### src/rtl/cbfp_block_min_tracker.sv
// cbfp_block_min_tracker
// Finds the minimum magnitude index over one CBFP block (BLK_BEATS beats of
// LANES lanes each) and reports it, clamped to SAT_MAX, as the block shift.
//
// Pipeline:
//   stage A - lane-minimum of the incoming beat via a balanced comparator
//             tree, registered together with beat-valid and last-beat flags.
//   stage B - running block minimum (acc); on the last beat the clamped
//             result is registered to min_mag with a one-cycle out_valid.
//
// Ports:
//   clk       in   single clock, rising edge
//   rstn      in   asynchronous active-low reset
//   in_valid  in   mag_in holds a valid beat this cycle
//   mag_in    in   LANES x MAG_WIDTH unsigned magnitude indices (lane 0 = LSBs)
//   sync_clr  in   synchronous discard of any partial/in-flight block
//   out_valid out  one-cycle pulse when a block result is presented
//   min_mag   out  clamped block minimum, held between pulses
//   blk_cnt   out  count of completed blocks, wraps 255 -> 0
module cbfp_block_min_tracker #(
    parameter int MAG_WIDTH = 6,
    parameter int LANES     = 16,
    parameter int BLK_BEATS = 4,
    parameter int SAT_MAX   = (1 << MAG_WIDTH) - 1
) (
    input  logic                         clk,
    input  logic                         rstn,
    input  logic                         in_valid,
    input  logic [LANES*MAG_WIDTH-1:0]   mag_in,
    input  logic                         sync_clr,
    output logic                         out_valid,
    output logic [MAG_WIDTH-1:0]         min_mag,
    output logic [7:0]                   blk_cnt
);

    localparam int LVLS  = $clog2(LANES);
    localparam int CNT_W = (BLK_BEATS > 1) ? $clog2(BLK_BEATS) : 1;
    localparam logic [CNT_W-1:0] BEAT_LAST = CNT_W'(BLK_BEATS - 1);
    // A SAT_MAX at or above the full index range never clamps anything.
    localparam logic [MAG_WIDTH-1:0] SAT_C =
        (SAT_MAX >= (1 << MAG_WIDTH) - 1) ? {MAG_WIDTH{1'b1}} : SAT_MAX[MAG_WIDTH-1:0];

    function automatic logic [MAG_WIDTH-1:0] min2(input logic [MAG_WIDTH-1:0] a,
                                                  input logic [MAG_WIDTH-1:0] b);
        return (a < b) ? a : b;
    endfunction

    // Balanced comparator tree: level 0 is the raw beat, each following level
    // halves the number of candidates; level LVLS holds the lane-minimum.
    genvar gl, gi;
    for (gl = 0; gl <= LVLS; gl++) begin : g_lvl
        localparam int N = LANES >> gl;
        logic [N*MAG_WIDTH-1:0] w_v;
        if (gl == 0) begin : g_src
            assign w_v = mag_in;
        end else begin : g_red
            for (gi = 0; gi < N; gi++) begin : g_cmp
                assign w_v[gi*MAG_WIDTH +: MAG_WIDTH] =
                    min2(g_lvl[gl-1].w_v[(2*gi)*MAG_WIDTH +: MAG_WIDTH],
                         g_lvl[gl-1].w_v[(2*gi+1)*MAG_WIDTH +: MAG_WIDTH]);
            end
        end
    end

    logic [MAG_WIDTH-1:0] w_lane_min;
    assign w_lane_min = g_lvl[LVLS].w_v[MAG_WIDTH-1:0];

    logic [CNT_W-1:0]     r_beat_cnt;
    logic                 r_a_valid;
    logic                 r_a_last;
    logic [MAG_WIDTH-1:0] r_a_min;

    // Stage A: capture lane-minimum and beat position; sync_clr drops the beat.
    always_ff @(posedge clk or negedge rstn) begin
        if (!rstn) begin
            r_beat_cnt <= '0;
            r_a_valid  <= 1'b0;
            r_a_last   <= 1'b0;
            r_a_min    <= '0;
        end else if (sync_clr) begin
            r_beat_cnt <= '0;
            r_a_valid  <= 1'b0;
            r_a_last   <= 1'b0;
        end else begin
            r_a_valid <= in_valid;
            if (in_valid) begin
                r_a_min    <= w_lane_min;
                r_a_last   <= (r_beat_cnt == BEAT_LAST);
                r_beat_cnt <= (r_beat_cnt == BEAT_LAST) ? '0 : r_beat_cnt + CNT_W'(1);
            end else begin
                r_a_last <= 1'b0;
            end
        end
    end

    logic [MAG_WIDTH-1:0] r_acc;
    logic                 r_acc_empty;
    logic                 r_out_valid;
    logic [MAG_WIDTH-1:0] r_min_mag;
    logic [7:0]           r_blk_cnt;

    // An empty accumulator means this beat opens the block, so it loads directly.
    logic [MAG_WIDTH-1:0] w_merge;
    logic [MAG_WIDTH-1:0] w_clamped;
    assign w_merge   = r_acc_empty ? r_a_min : min2(r_acc, r_a_min);
    assign w_clamped = (w_merge > SAT_C) ? SAT_C : w_merge;

    // Stage B: fold beat minima into acc and publish the clamped result on the last beat.
    always_ff @(posedge clk or negedge rstn) begin
        if (!rstn) begin
            r_acc       <= '0;
            r_acc_empty <= 1'b1;
            r_out_valid <= 1'b0;
            r_min_mag   <= '0;
            r_blk_cnt   <= 8'd0;
        end else if (sync_clr) begin
            // Kills any block still in flight; the published result stays.
            r_acc_empty <= 1'b1;
            r_out_valid <= 1'b0;
        end else begin
            r_out_valid <= r_a_valid & r_a_last;
            if (r_a_valid) begin
                if (r_a_last) begin
                    r_min_mag   <= w_clamped;
                    r_blk_cnt   <= r_blk_cnt + 8'd1;
                    r_acc_empty <= 1'b1;
                end else begin
                    r_acc       <= w_merge;
                    r_acc_empty <= 1'b0;
                end
            end else begin
                r_acc_empty <= r_acc_empty;
            end
        end
    end

    assign out_valid = r_out_valid;
    assign min_mag   = r_min_mag;
    assign blk_cnt   = r_blk_cnt;

endmodule

### config.mk
export PLATFORM = sky130hd
export DESIGN_NAME = cbfp_block_min_tracker
export DESIGN_NICKNAME = d
export VERILOG_FILES = /design/src/rtl/cbfp_block_min_tracker.sv
export SDC_FILE = /design/constraint.sdc
export NUM_CORES = 1
export LEC_CHECK = 0
export CAP_MARGIN = 20
export CORE_ASPECT_RATIO = 1.1
export CORE_MARGIN = 4
export CORE_UTILIZATION = 47
export CTS_BUF_LIST = sky130_fd_sc_hd__clkbuf_8
export CTS_CLUSTER_SIZE = 16
export DETAILED_ROUTE_END_ITERATION = 10
export GPL_TIMING_DRIVEN = 0
export PLACE_DENSITY = 0.84
export SYNTH_ARGS = -nofsm -noshare
export SYNTH_HDL_FRONTEND = slang
export SYNTH_SLANG_ARGS = --single-unit
### constraint.sdc
create_clock -name clk -period 2.7 [get_ports clk]
set_clock_uncertainty 0.2 [all_clocks]
set_input_delay 0.405 -clock clk [delete_from_list [all_inputs] [get_ports clk]]
set_output_delay 0.405 -clock clk [all_outputs]
set_load 0.01 [all_outputs]
* Word-level counts from Yosys, hierarchy flattened
Cells that the tools add are included.
** Storage, ports and cells
- Register bits :: 32
- Input port bits :: 100
- Output and inout bits :: 15
** Operators by class
- Equality and inequality tests :: 1
- $lt $le $gt $ge :: 17
- $add $sub $neg :: 2
- Multiplexer cells :: 28
- Reductions and logical operators :: 5
- Bitwise logic cells :: 3
** Operators with widths (number)
- 6-bit two-way mux :: 18
- 6-bit < comparator :: 16
- 8-bit by 1-bit adder with 8-bit output (second input constant) :: 1
- 1-bit two-way mux :: 7
- 6-bit > comparator (second input constant) :: 1
- 2-bit two-way mux :: 3
- 3-bit AND reduction :: 2
- 2-bit nonzero test :: 2
- 2-bit by 1-bit adder with 2-bit output (second input constant) :: 1
- 2-bit equality test (second input constant) :: 1
- 1-bit inverter :: 2
- 2-bit AND reduction :: 1
- 1-bit bitwise AND :: 1

* Logic depth before layout (Yosys ltp)
- Word-level depth :: 8
- Gate-level depth with buffers :: 38
- Depth with buffers taken out :: 36

* Least setup slack after synthesis
No wires, ideal clock.
- Kind :: input to register
- Start :: input port mag_in[59]
- End :: register r_a_min[3]
- Path buffers :: 1
- Data arrival time :: 5973 ps
- Cell stages on the path :: 30
- Path slack :: -3560 ps
- Library setup time :: 87 ps
- Required time :: 2413 ps
- Path through :: inv_1 -> ha_1 -> and3_1 -> a221o_1 -> buf_2 -> mux2_2 -> ha_1 -> a21oi_1 -> a21boi_0 -> a31oi_2 -> o31a_1 -> ha_1 -> a21oi_1 -> nand2b_1 -> a221oi_2 -> a211oi_2 -> a31oi_4 -> and2_1 -> nor2_1 -> ha_1 -> nor2b_1 -> o21ai_0 -> nand2b_1 -> nor2_1 -> nand2_1 -> a41oi_1 -> a22o_1 -> and3_1 -> o211ai_1 -> o211ai_1
** Between the ends
- Cells in the longest elaborated chain, start to end :: 8
** RTL lines
- from (decl) :: line 29 : input logic [LANES*MAG_WIDTH-1:0] mag_in,
- 6-bit < comparator :: line 45 : return (a < b) ? a : b;
- 6-bit two-way mux * :: line 45
- 6-bit < comparator :: line 45
- 6-bit two-way mux * :: line 45
- 6-bit < comparator :: line 45
- 6-bit two-way mux * :: line 45
- 6-bit < comparator :: line 45
- 6-bit two-way mux * :: line 45
- to (signal assigned) :: line 87 : r_a_min <= w_lane_min;
- to (decl) :: line 71 : logic [MAG_WIDTH-1:0] r_a_min;
Mark *: on every way between the ends. The rest lies on a longest branch, timed or not.
A chain may end at the register's enable or synchronous reset.

* Worst setup path in the final report
- Start :: input port mag_in[9]
- End :: register r_a_min[4]
Same word-level chain as after synthesis.

==> Flow_metrics.wiki <==
{| class="wikitable"
! Metric !! Value
|-
| Most used flip-flop cell after synthesis || sky130_fd_sc_hd__dfrtp_1
|-
| Final ANT Viol Nets || 0
|-
| Leakage power total || 3.743 nW
|-
| FF+latch count, synth || 32
|-
| Standard cell core area || 0.009889 mm2
|-
| Avg Inst Size Synth || 7.873 um2
|-
| Seq/Total Area, Yosys || 16.81%
|-
| Commonest cells in the netlist || sky130_fd_sc_hd__ha_1, sky130_fd_sc_hd__inv_1, sky130_fd_sc_hd__nor2_1
|-
| Type of the most critical hold path || register to register
|-
| Half-perimeter wire length after detailed placement || 10,600 um
|-
| Endpoint of the worst setup timing path || r_a_min[4]
|-
| Growth of design area from synthesis to finish || 78.99%
|-
| Congestion Overflow GR || 0
|-
| Die W || 104.1 um
|-
| Fraction of power consumed by the clock network || 6.3%
|-
| Wirelength, routed || 23,260 um
|-
| Post-route setup TNS || -24,640 ps
|-
| CTS Root Buffer Type || sky130_fd_sc_hd__clkbuf_8
|-
| Final Slew Violations || 0
|-
| Final net count || 1,020
|-
| Synth top area cells || sky130_fd_sc_hd__ha_1, sky130_fd_sc_hd__dfrtp_1, sky130_fd_sc_hd__a21oi_1
|-
| Most common cell in the netlist || sky130_fd_sc_hd__ha_1
|-
| Routed len/inst || 24.08 um
|-
| Data required time at the worst endpoint || 2650 ps
|-
| Number of CTS-inserted buffers || 5
|-
| Switching Share || 49.33%
|-
| Layout Cells excl Fill || 966
|-
| Delay contributed by the slowest stage of the critical path || 520 ps
|-
| Syn nets || 782
|-
| Library cell with the largest summed area after synthesis || sky130_fd_sc_hd__ha_1
|-
| Final Power || 7.309 mW
|-
| Cell count after placement || 841
|-
| Fraction of post-synthesis cell area in the top cell type by area || 19.93%
|-
| Insertion delay of the later-clocked pin in the worst-skew pair || 300 ps
|-
| First-pass iteration count of the detailed router || 9
|-
| Peak clock frequency supported by timing || 0.1453 GHz
|-
| Share of total power in combinational logic || 84.5%
|-
| Placement Rows || 38
|-
| Die boundary height || 113.7 um
|-
| Power Density || 855.9 mW/mm2
|-
| Worst reg-to-reg setup slack || 60 ps
|-
| Most frequent cell on the critical path || sky130_fd_sc_hd__o21ai_2
|-
| Clock tree from TritonCTS || done
|-
| First-iteration detailed-routing DRC count || 755
|-
| Cell Int Power || 3.703 mW
|-
| Finished layout cell area || 0.008539 mm2
|-
| Placement Cell Area || 0.006385 mm2
|-
| Data arrival at the endpoint of the critical path || 6830 ps
|-
| Register share of total power || 9.1%
|-
| Final critical delay including setup and external delays || 6881 ps
|-
| Peak VDD IR || 0.0005872 V
|-
| Post-synth EDFFs || 0
|-
| Warnings from Yosys || 0
|-
| Standard cell with the maximum stage delay on the critical path || sky130_fd_sc_hd__clkdlybuf4s50_1
|-
| Run status || finished with violations
|-
| Worst Reg-to-Reg Cells || 12
|-
| Post-layout worst setup margin || -4181 ps
|-
| Kind of launch point of the worst setup path || primary input
|-
| Sink Count || 32
|-
| Share of the clock period used by the worst path after layout || 254.8%
|-
| Startpoint of the worst-slack reg-to-reg timing path || r_a_min[1]
|-
| Number of global-route vias before repair || 6,148
|-
| Switch Pwr || 3.605 mW
|-
| Placer's final routability congestion estimate || 0.8882
|-
| Number of endpoints failing setup at the final stage || 6
|-
| Hold slack final || 282.5 ps
|-
| Global-route wire length before repair || 27,660 um
|-
| Launch point of the critical path || mag_in[9]
|-
| Clock-pin slew reported for the worst setup and hold paths after clock tree synthesis || 70 ps
|-
| H-tree levels || 2
|-
| Violated checks || negative setup slack
|-
| Quantity of I/O buffers inserted on ports || 114
|-
| Total number of vias || 6,498
|-
| Maximum net fanout on the critical path || 5
|-
| Slew @ Worst Pin || 729.1 ps
|-
| Antenna violations before repair || 1
|-
| Overall routing resource usage || 27.72%
|-
| Fraction of layout cells with a size suffix above 1 || 46.51%
|-
| Maximum number of pins on one net before global-route repair || 20
|-
| Sort of element at the end of the critical path || register
|-
| Max-cap violation count || 0
|-
| Setup repair after global routing missed its margin || yes
|-
| Post-synthesis instance total || 606
|-
| Number of design rule violations left after detail routing || 0
|-
| Buffers from clock root to sink, at most || 2
|-
| Total standard cell area after synthesis || 0.004771 mm2
|-
| Startpoint-to-endpoint class of the critical path || primary input to register
|-
| Top-level port count || 115
|-
| Avg Vias per Cell || 6.727
|-
| Total count of hold-check failures in the final report || 0
|-
| Die Footprint || 0.01183 mm2
|-
| Distinct cell type count of the synthesized netlist || 77
|-
| Initial Utilization || 48.24%
|-
| Remaining max-slew budget at the tightest pin || 51.24%
|-
| Worst reg2reg path endpoint || r_acc[3]
|-
| Async set or reset register ratio after synthesis || 100.0%
|}
[repair_timing]
item                       in CTS  in global routing
pin swaps                     101                 78
resized for setup             237                122
setup endpoints to repair      13                 13
hold buffers                    0                  0
buffers inserted               76                 36
gates cloned                    4                  1
[area by class of cell]
cell class,count,area [um2]
inverter,63,249.0
antenna,1,2.502
tap,120,150.1
timing repair buffer,230,2028
buffer,9,82.58
multi-input combinational,503,5114
clock inverter,3,42.54
clock buffer,5,68.82
fill,457,1350
sequential,32,802.0
[cells by family (layout without fill, tap and decap cells)]
family | count (synthesis) | count (layout) | synth area share (%)
AO/OA/AOI/OAI | 203 | 205 | 30.37
AND/OR/NAND/NOR | 184 | 184 | 18.41
flip-flops | 32 | 32 | 16.81
buffers and inverters | 73 | 310 | 6.215
other | 0 | 1 | 0
XOR/XNOR | 8 | 8 | 1.469
adder cells (fa/ha/maj) | 78 | 78 | 20.38
multiplexers | 28 | 28 | 6.347
[worst max-delay path, delay by kind of cell]
family          cells  cell delay [ps]
buf+inv             6             1170
simple gates       10             1310
compound gates     12             2700
fa+ha+maj           4             1240
[flip-flops by register name, summed over array words and instances (netlist names)]
name	cells
r_beat_cnt	2
r_a_valid	1
out_valid	1
min_mag	6
r_acc	6
blk_cnt	8
r_a_last	1
r_a_min	6
r_acc_empty	1
[cell usage in the layout (no fill, tap or decap), types with 11 or more instances in the layout]
| cell type | count |
|---|---|
| sky130_fd_sc_hd__buf_4 | 102 |
| sky130_fd_sc_hd__clkdlybuf4s50_1 | 66 |
| sky130_fd_sc_hd__ha_4 | 42 |
| sky130_fd_sc_hd__nor2_1 | 39 |
| sky130_fd_sc_hd__inv_1 | 38 |
| sky130_fd_sc_hd__nand2_1 | 38 |
| sky130_fd_sc_hd__ha_1 | 31 |
| sky130_fd_sc_hd__dfrtp_1 | 31 |
| sky130_fd_sc_hd__inv_2 | 24 |
| sky130_fd_sc_hd__a21oi_4 | 23 |
| sky130_fd_sc_hd__o21ai_0 | 22 |
| sky130_fd_sc_hd__o21ai_2 | 21 |
| sky130_fd_sc_hd__buf_6 | 21 |
| sky130_fd_sc_hd__dlygate4sd2_1 | 21 |
| sky130_fd_sc_hd__a21oi_2 | 18 |
| sky130_fd_sc_hd__a21oi_1 | 18 |
| sky130_fd_sc_hd__mux2i_1 | 16 |
| sky130_fd_sc_hd__nand2_2 | 15 |
| sky130_fd_sc_hd__nor2_2 | 11 |
| sky130_fd_sc_hd__buf_2 | 11 |
[routing by layer]
metal  vias to the layer above  share of wire, %  GRT usage (%)
met5                         -                 0              0
met4                         0               9.4          13.74
met3                       234               8.3          4.527
met2                       551                48          53.75
met1                      2997                34          28.88
li1                       2716                 -              -
[stage by stage]
stage          setup slack [ps]  util [%]
6_report                  -4181     86.35
5_1_grt                   -4392     86.35
4_1_cts                   -3397     78.23
3_5_place_dp              -4432     64.56
3_3_place_gp              -4261     64.28
2_1_floorplan             -3187         -
[worst min-delay path by stage]
| stage | startpoint | end | slack (ps) | cells past startpoint |
|---|---|---|---|---|
| finish | blk_cnt[7] | blk_cnt[7] | 280 | 1 |
| CTS | blk_cnt[7] | blk_cnt[7] | 280 | 1 |
| global placement | blk_cnt[7] | blk_cnt[7] | 260 | 1 |
| global route | blk_cnt[7] | blk_cnt[7] | 290 | 1 |
| detailed placement | blk_cnt[7] | blk_cnt[7] | 270 | 1 |
| floorplan | rstn | blk_cnt[0] | -90 | 0 |
[power groups by stage]
stage	combinational (mW)	sequential, mW	clock [mW]
after floorplan	2.61	0.642	0
after global placement	3.18	0.651	0
after detailed placement	3.33	0.658	0
after CTS	4.25	0.650	0.459
after global routing	6.39	0.672	0.481
final	6.18	0.668	0.461
Power figures use the tool's default switching activity.
==> RTL change 1: new RTL, same settings <==
Register the output `blk_cnt` once more, with the module's reset; this adds one clock of latency there. The other outputs are not delayed to match.
--- a/src/rtl/cbfp_block_min_tracker.sv
+++ b/src/rtl/cbfp_block_min_tracker.sv
@@ -137,5 +137,11 @@
     assign out_valid = r_out_valid;
     assign min_mag   = r_min_mag;
-    assign blk_cnt   = r_blk_cnt;
+    always_ff @(posedge clk or negedge rstn) begin
+        if (!rstn) begin
+            blk_cnt <= '0;
+        end else begin
+            blk_cnt <= r_blk_cnt;
+        end
+    end
 
 endmodule
Formal check against the unedited RTL: not equivalent (a bounded check fails within 10 cycles, from zero or initial values and one cycle with rstn low).
==> RTL change 1 against the original RTL <==
  * The run still ends with negative setup slack left
  * Critical path depth decreased by 4
  * Cell area down 7.1%
  * Routed wire length is 29% lower
  * Die area rose by 1.2%
  * Worst setup slack improved by 0.87 ns
  * Total power is 21% lower
  * Synthesized area increased by 1.3%
  * Sequential share of layout area rose by 3.2 points
  * Sequential cell count increased by 8
  * Count of clock-buffer cells in the layout rose by 2
  * First-iteration DRC count fell by 63%
  * Critical path type unchanged
  * Critical endpoint unchanged
  * Highest routed layer unchanged
==> RTL change 1: results (changes against the original RTL) <==
[synth]
synth.area.top_cells = dfrtp_1, ha_1, inv_1  ; was ha_1, dfrtp_1, a21oi_1
syn_nets = 741  ; was 782
synthAdderAreaFrac_pct = 20.1  ; was 20.4%
yosysTopAreaCell = dfrtp_1  ; was ha_1
ys_types = 73  ; was 77
ys_seq_area_share_pct = 20.7  ; was 16.8%
synth_cells = 565  ; was 606
synth-compound-area-share_pct = 26.1  ; was 30.4%
synth-xor-area-share_pct = 1.45  ; was 1.47%

[global_routing]
grt_pass1_vias = 5675  ; was 6148
grt_max_degree = 41  ; was 20
track_usage_pct = 25.4  ; was 27.7%
antenna_found_initial = 0  ; was 1
grt_pass1_wl_mm = 25.2  ; was 27.7 mm

[timing]
setup_tns_ns = -19.67  ; was -24.64 ns
setup_viol = 6  ; unchanged
worst_slew_pin_slew_ns = 0.878  ; was 0.729 ns
fin_ws_ns = -3.31  ; was -4.18 ns

[setup_path]
r2r_slack_ns = 0.18  ; was 0.06 ns
worst-path-max-fanout = 8  ; was 5
arrival_ns = 6.03  ; was 6.83 ns
critical_path.startpoint = mag_in[57]  ; was mag_in[9]

[cells_and_area]
largestRegisters = blk_cnt: 8 flops, r_blk_cnt: 8 flops
fin_nets = 932  ; was 1020
fillers = 556  ; was 457
post_layout_nonfiller_instances = 877  ; was 966
diodes = 0  ; was 1
drive_gt1_share_pct = 42.0  ; was 46.5%

[run_status]
outcome = finished with violations  ; unchanged
violations = negative setup slack  ; unchanged

[placement]
placedCellCount = 799  ; was 841
place_area_sq_um = 6300  ; was 6380 sq um
hpwl_mm = 10.2  ; was 10.6 mm
gp_congestion = 0.856  ; was 0.888
place_ws_ns = -4.39  ; was -4.43 ns

[drt]
drtPass1Iterations = 4  ; was 9
drt_iter0_markers = 281  ; was 755
totalWireLength_mm = 16.6  ; was 23.3 mm
num_vias = 5154  ; was 6498

[cts]
clock-root-buffer = clkbuf_8  ; unchanged

[hold_path]
hold_class = in2async  ; was reg2reg

RTL change 1: where the power goes:
group,switching (mW),internal (mW)
clock,0.217,0.326
combinational,2.29,2.18
sequential,0.0765,0.702
total,2.58,3.21
RTL change 1: metrics by stage:
stage               power (mW)  hold slack [ns]
floorplan                 3.09          -0.0906
global placement          3.62            0.185
detailed placement        3.80            0.185
CTS                       5.23           0.0399
global route              6.13           0.0794
finish                    5.80           0.0207
RTL change 1: kinds of logic after synthesis:
group	after synthesis
compound gates	167
xor+xnor	8
fa+ha+maj	78
buf+inv	82
flops	40
mux	50
simple gates	140
RTL change 1: cell type report:
type,instances,area [sq um],area share [%]
plain buffers,4,30.0,0.379
multi-input cells,444,4690,59.2
clock buffers,7,96.3,1.21
inverters,75,299,3.77
clock inverters,1,30.0,0.379
flip-flops and latches,40,1000,12.6
repair buffers,186,1630,20.6
well taps,120,150,1.89
RTL change 1: timing repair:
item                                    in CTS  in global routing
gates resized for setup                    271                 76
pin swaps                                   85                 35
setup buffers                               58                 14
endpoints found under the setup margin      13                 12
cloned                                       1                  0
RTL change 1: worst max-delay path: stages:
cell and delay (ns):
buf_12 0.09, inv_12 0.03, ha_4 0.24, o21a_1 0.12
o211ai_1 0.12, o21ai_4 0.29, mux2_4 0.36, ha_4 0.17
o41a_1 0.45, o21ba_4 0.28, o21ai_0 0.22, o31a_1 0.24
ha_4 0.23, and3_4 0.15, and3_4 0.14, o21ai_2 0.13
o211ai_1 0.22, a31oi_4 0.36, mux2_4 0.35, inv_2 0.07
ha_4 0.19, nor2b_4 0.12, o21ai_1 0.11, nand2b_1 0.08
or3_1 0.32, buf_6 0.15, o21a_4 0.23, o221ai_2 0.16
RTL change 1: path summary, 6_finish.rpt:
check / depth (start not counted) / end
setup / recovery: 28 / r_a_min[4]
hold / removal: 1 / r_blk_cnt[1]
setup reg to reg: 11 / min_mag[2]
hold reg to reg: 0 / blk_cnt[7]
max in group asynchronous: 1 / r_a_last
min in group clk: 0 / blk_cnt[7]
RTL change 1: per-layer routing:
metal  wire (um)  global-route usage (%)
met1        5990                    24.0
met3         786                    5.13
met4         665                    14.3
met5           0                       0
met2        9120                    50.8
==> RTL change 2: new RTL, same settings <==
Made on the original files. `BLK_BEATS`: 4 -> 2.
--- a/src/rtl/cbfp_block_min_tracker.sv
+++ b/src/rtl/cbfp_block_min_tracker.sv
@@ -21,5 +21,5 @@
     parameter int MAG_WIDTH = 6,
     parameter int LANES     = 16,
-    parameter int BLK_BEATS = 4,
+    parameter int BLK_BEATS = 2,
     parameter int SAT_MAX   = (1 << MAG_WIDTH) - 1
 ) (
Function: changed (a bounded check fails within 4 cycles, from zero or initial values and one cycle with rstn low).
==> RTL change 2 against the original RTL <==
  * The run still ends with negative setup slack left
  * First-iteration DRC count down 51%
  * Sequential cell count is 1 lower
  * Synthesized area is 4.2% lower
  * Combinational power down 28%
  * Fmax increased by 10%
  * Non-clock buffer count down 18
  * Cell area shrank 6.2%
  * Routed wire length fell by 10%
  * Worst setup slack better by 0.65 ns
  * Die area decreased by 3.9%
  * Total power fell by 25%
  * Via count is 12% lower
  * Critical path type unchanged
==> RTL change 2: results (changes against the original RTL) <==
[pwr]
leakage_nw = 3.62  ; was 3.74 nW
comb-power_mw = 4.45  ; was 6.18 mW
p_per_area_nw_per_um2 = 682  ; was 856 nW/um^2
ir_worst_vdd_uv = 360  ; was 587 uV
clock_net_power_mw = 0.323  ; was 0.461 mW
p_int_mw = 2.90  ; was 3.70 mW

[global_routing]
grtUsageMet3_pct = 4.64  ; was 4.53%
grt_max_degree = 17  ; was 20
grtUsageMet1_pct = 29.8  ; was 28.9%
use_met2_pct = 52.9  ; was 53.7%
antenna_found_initial = 1  ; unchanged
grt_pass1_wl_mm = 26.8  ; was 27.7 mm
grt_pass1_vias = 5805  ; was 6148
track_usage_pct = 28.7  ; was 27.7%

[drt]
wl_met2_mm = 10.2  ; was 11.2 mm
drtPass1Iterations = 5  ; was 9
met1_length_mm = 7.17  ; was 7.98 mm
viasPerCell = 6.38  ; was 6.73
totalWireLength_mm = 20.9  ; was 23.3 mm
drt_iter0_markers = 373  ; was 755
met3_length_mm = 1.57  ; was 1.92 mm

[placement]
place_area_sq_um = 5970  ; was 6380 sq um
place_ws_ns = -4.03  ; was -4.43 ns
hpwl_mm = 10.0  ; was 10.6 mm
gp_congestion = 0.825  ; was 0.888

[timing]
setup_viol = 6  ; unchanged
setup_tns_ns = -20.63  ; was -24.64 ns
worst_slew_pin_slew_ns = 0.743  ; was 0.729 ns
fin_ws_ns = -3.53  ; was -4.18 ns

[hold_path]
hold_class = reg2reg  ; unchanged

[synth]
ys_seq_area_share_pct = 17.0  ; was 16.8%
ys_types = 70  ; was 77
synth.area.top_cells = ha_1, dfrtp_1, mux2i_1  ; was ha_1, dfrtp_1, a21oi_1
synth_common_cells = inv_1, ha_1, nand2_1  ; was ha_1, inv_1, nor2_1
syn_nets = 733  ; was 782

[cts]
clock_latency_ns = 0.28  ; was 0.30 ns
cts.clk_slew.worst_paths_ns = 0.06
clock-root-buffer = clkbuf_8  ; unchanged
cts_resized = 342  ; was 237
cts_buffers = 5  ; unchanged
hold_buffers = 0  ; unchanged

[run_status]
outcome = finished with violations  ; unchanged
violations = negative setup slack  ; unchanged

[setup_path]
crit_family = compound AO/OA/AOI/OAI gates  ; unchanged
critical_path.max_stage_delay_ns = 0.39  ; was 0.52 ns
worst-path-max-fanout = 6  ; was 5
crit_path_top_delay_cell = maj3_2  ; was clkdlybuf4s50_1
arrival_ns = 6.18  ; was 6.83 ns

[cells_and_area]
fin_nets = 959  ; was 1020
drive_gt1_share_pct = 43.7  ; was 46.5%

[RTL change 2: cell types whose count changed in the layout (fill, tap and decap cells not counted), sizes merged, moves of 16 or more]
| cell | before | now |
|---|---|---|
| clkdlybuf4s15 | 3 | 20 |
| clkdlybuf4s50 | 66 | 40 |
| inv | 63 | 79 |
| mux2i | 20 | 45 |
| nor2 | 58 | 40 |
| o21ai | 56 | 26 |
[RTL change 2: layout make-up]
class	count	area, sq um	area share (%)
Antenna cell	1	2.50	0.0312
Buffer	2	11.3	0.141
Clock buffer	5	68.8	0.859
Clock inverter	1	3.75	0.0469
Inverter	80	307	3.83
Multi-Input combinational cell	445	4810	60.0
Sequential cell	31	777	9.70
Tap cell	117	146	1.83
Timing Repair Buffer	219	1880	23.5
[RTL change 2: final timing paths]
kind | to | cells after the start | slack, ns | from
setup / recovery | r_a_min[3] | 28 | -3.53 | mag_in[92]
hold / removal | blk_cnt[7] | 1 | 0.28 | blk_cnt[7]
setup reg to reg | r_acc[4] | 12 | 0.13 | r_a_min[1]
hold reg to reg | blk_cnt[7] | 1 | 0.28 | blk_cnt[7]
max in group asynchronous | r_acc_empty | 2 | 1.29 | rstn
min in group asynchronous | r_acc[4] | 1 | 0.37 | rstn
[RTL change 2: kinds of logic after synthesis]
family,Yosys count,share of synthesized area (%)
AND/OR/NAND/NOR,146,15.4
XOR/XNOR,10,1.92
multiplexers,58,13.2
adder cells (fa/ha/maj),76,20.8
AO/OA/AOI/OAI,155,24.9
buffers and inverters,82,6.74
flip-flops,31,17.0
[RTL change 2: per-stage QoR]
stage | hold slack (ns) | util (%) | std cells
floorplan | -0.0906 | - | 558
global placement | 0.263 | 63.0 | 789
detailed placement | 0.275 | 63.2 | 790
CTS | 0.282 | 80.3 | 872
global route | 0.307 | 84.8 | 901
finish | 0.279 | 84.8 | 901
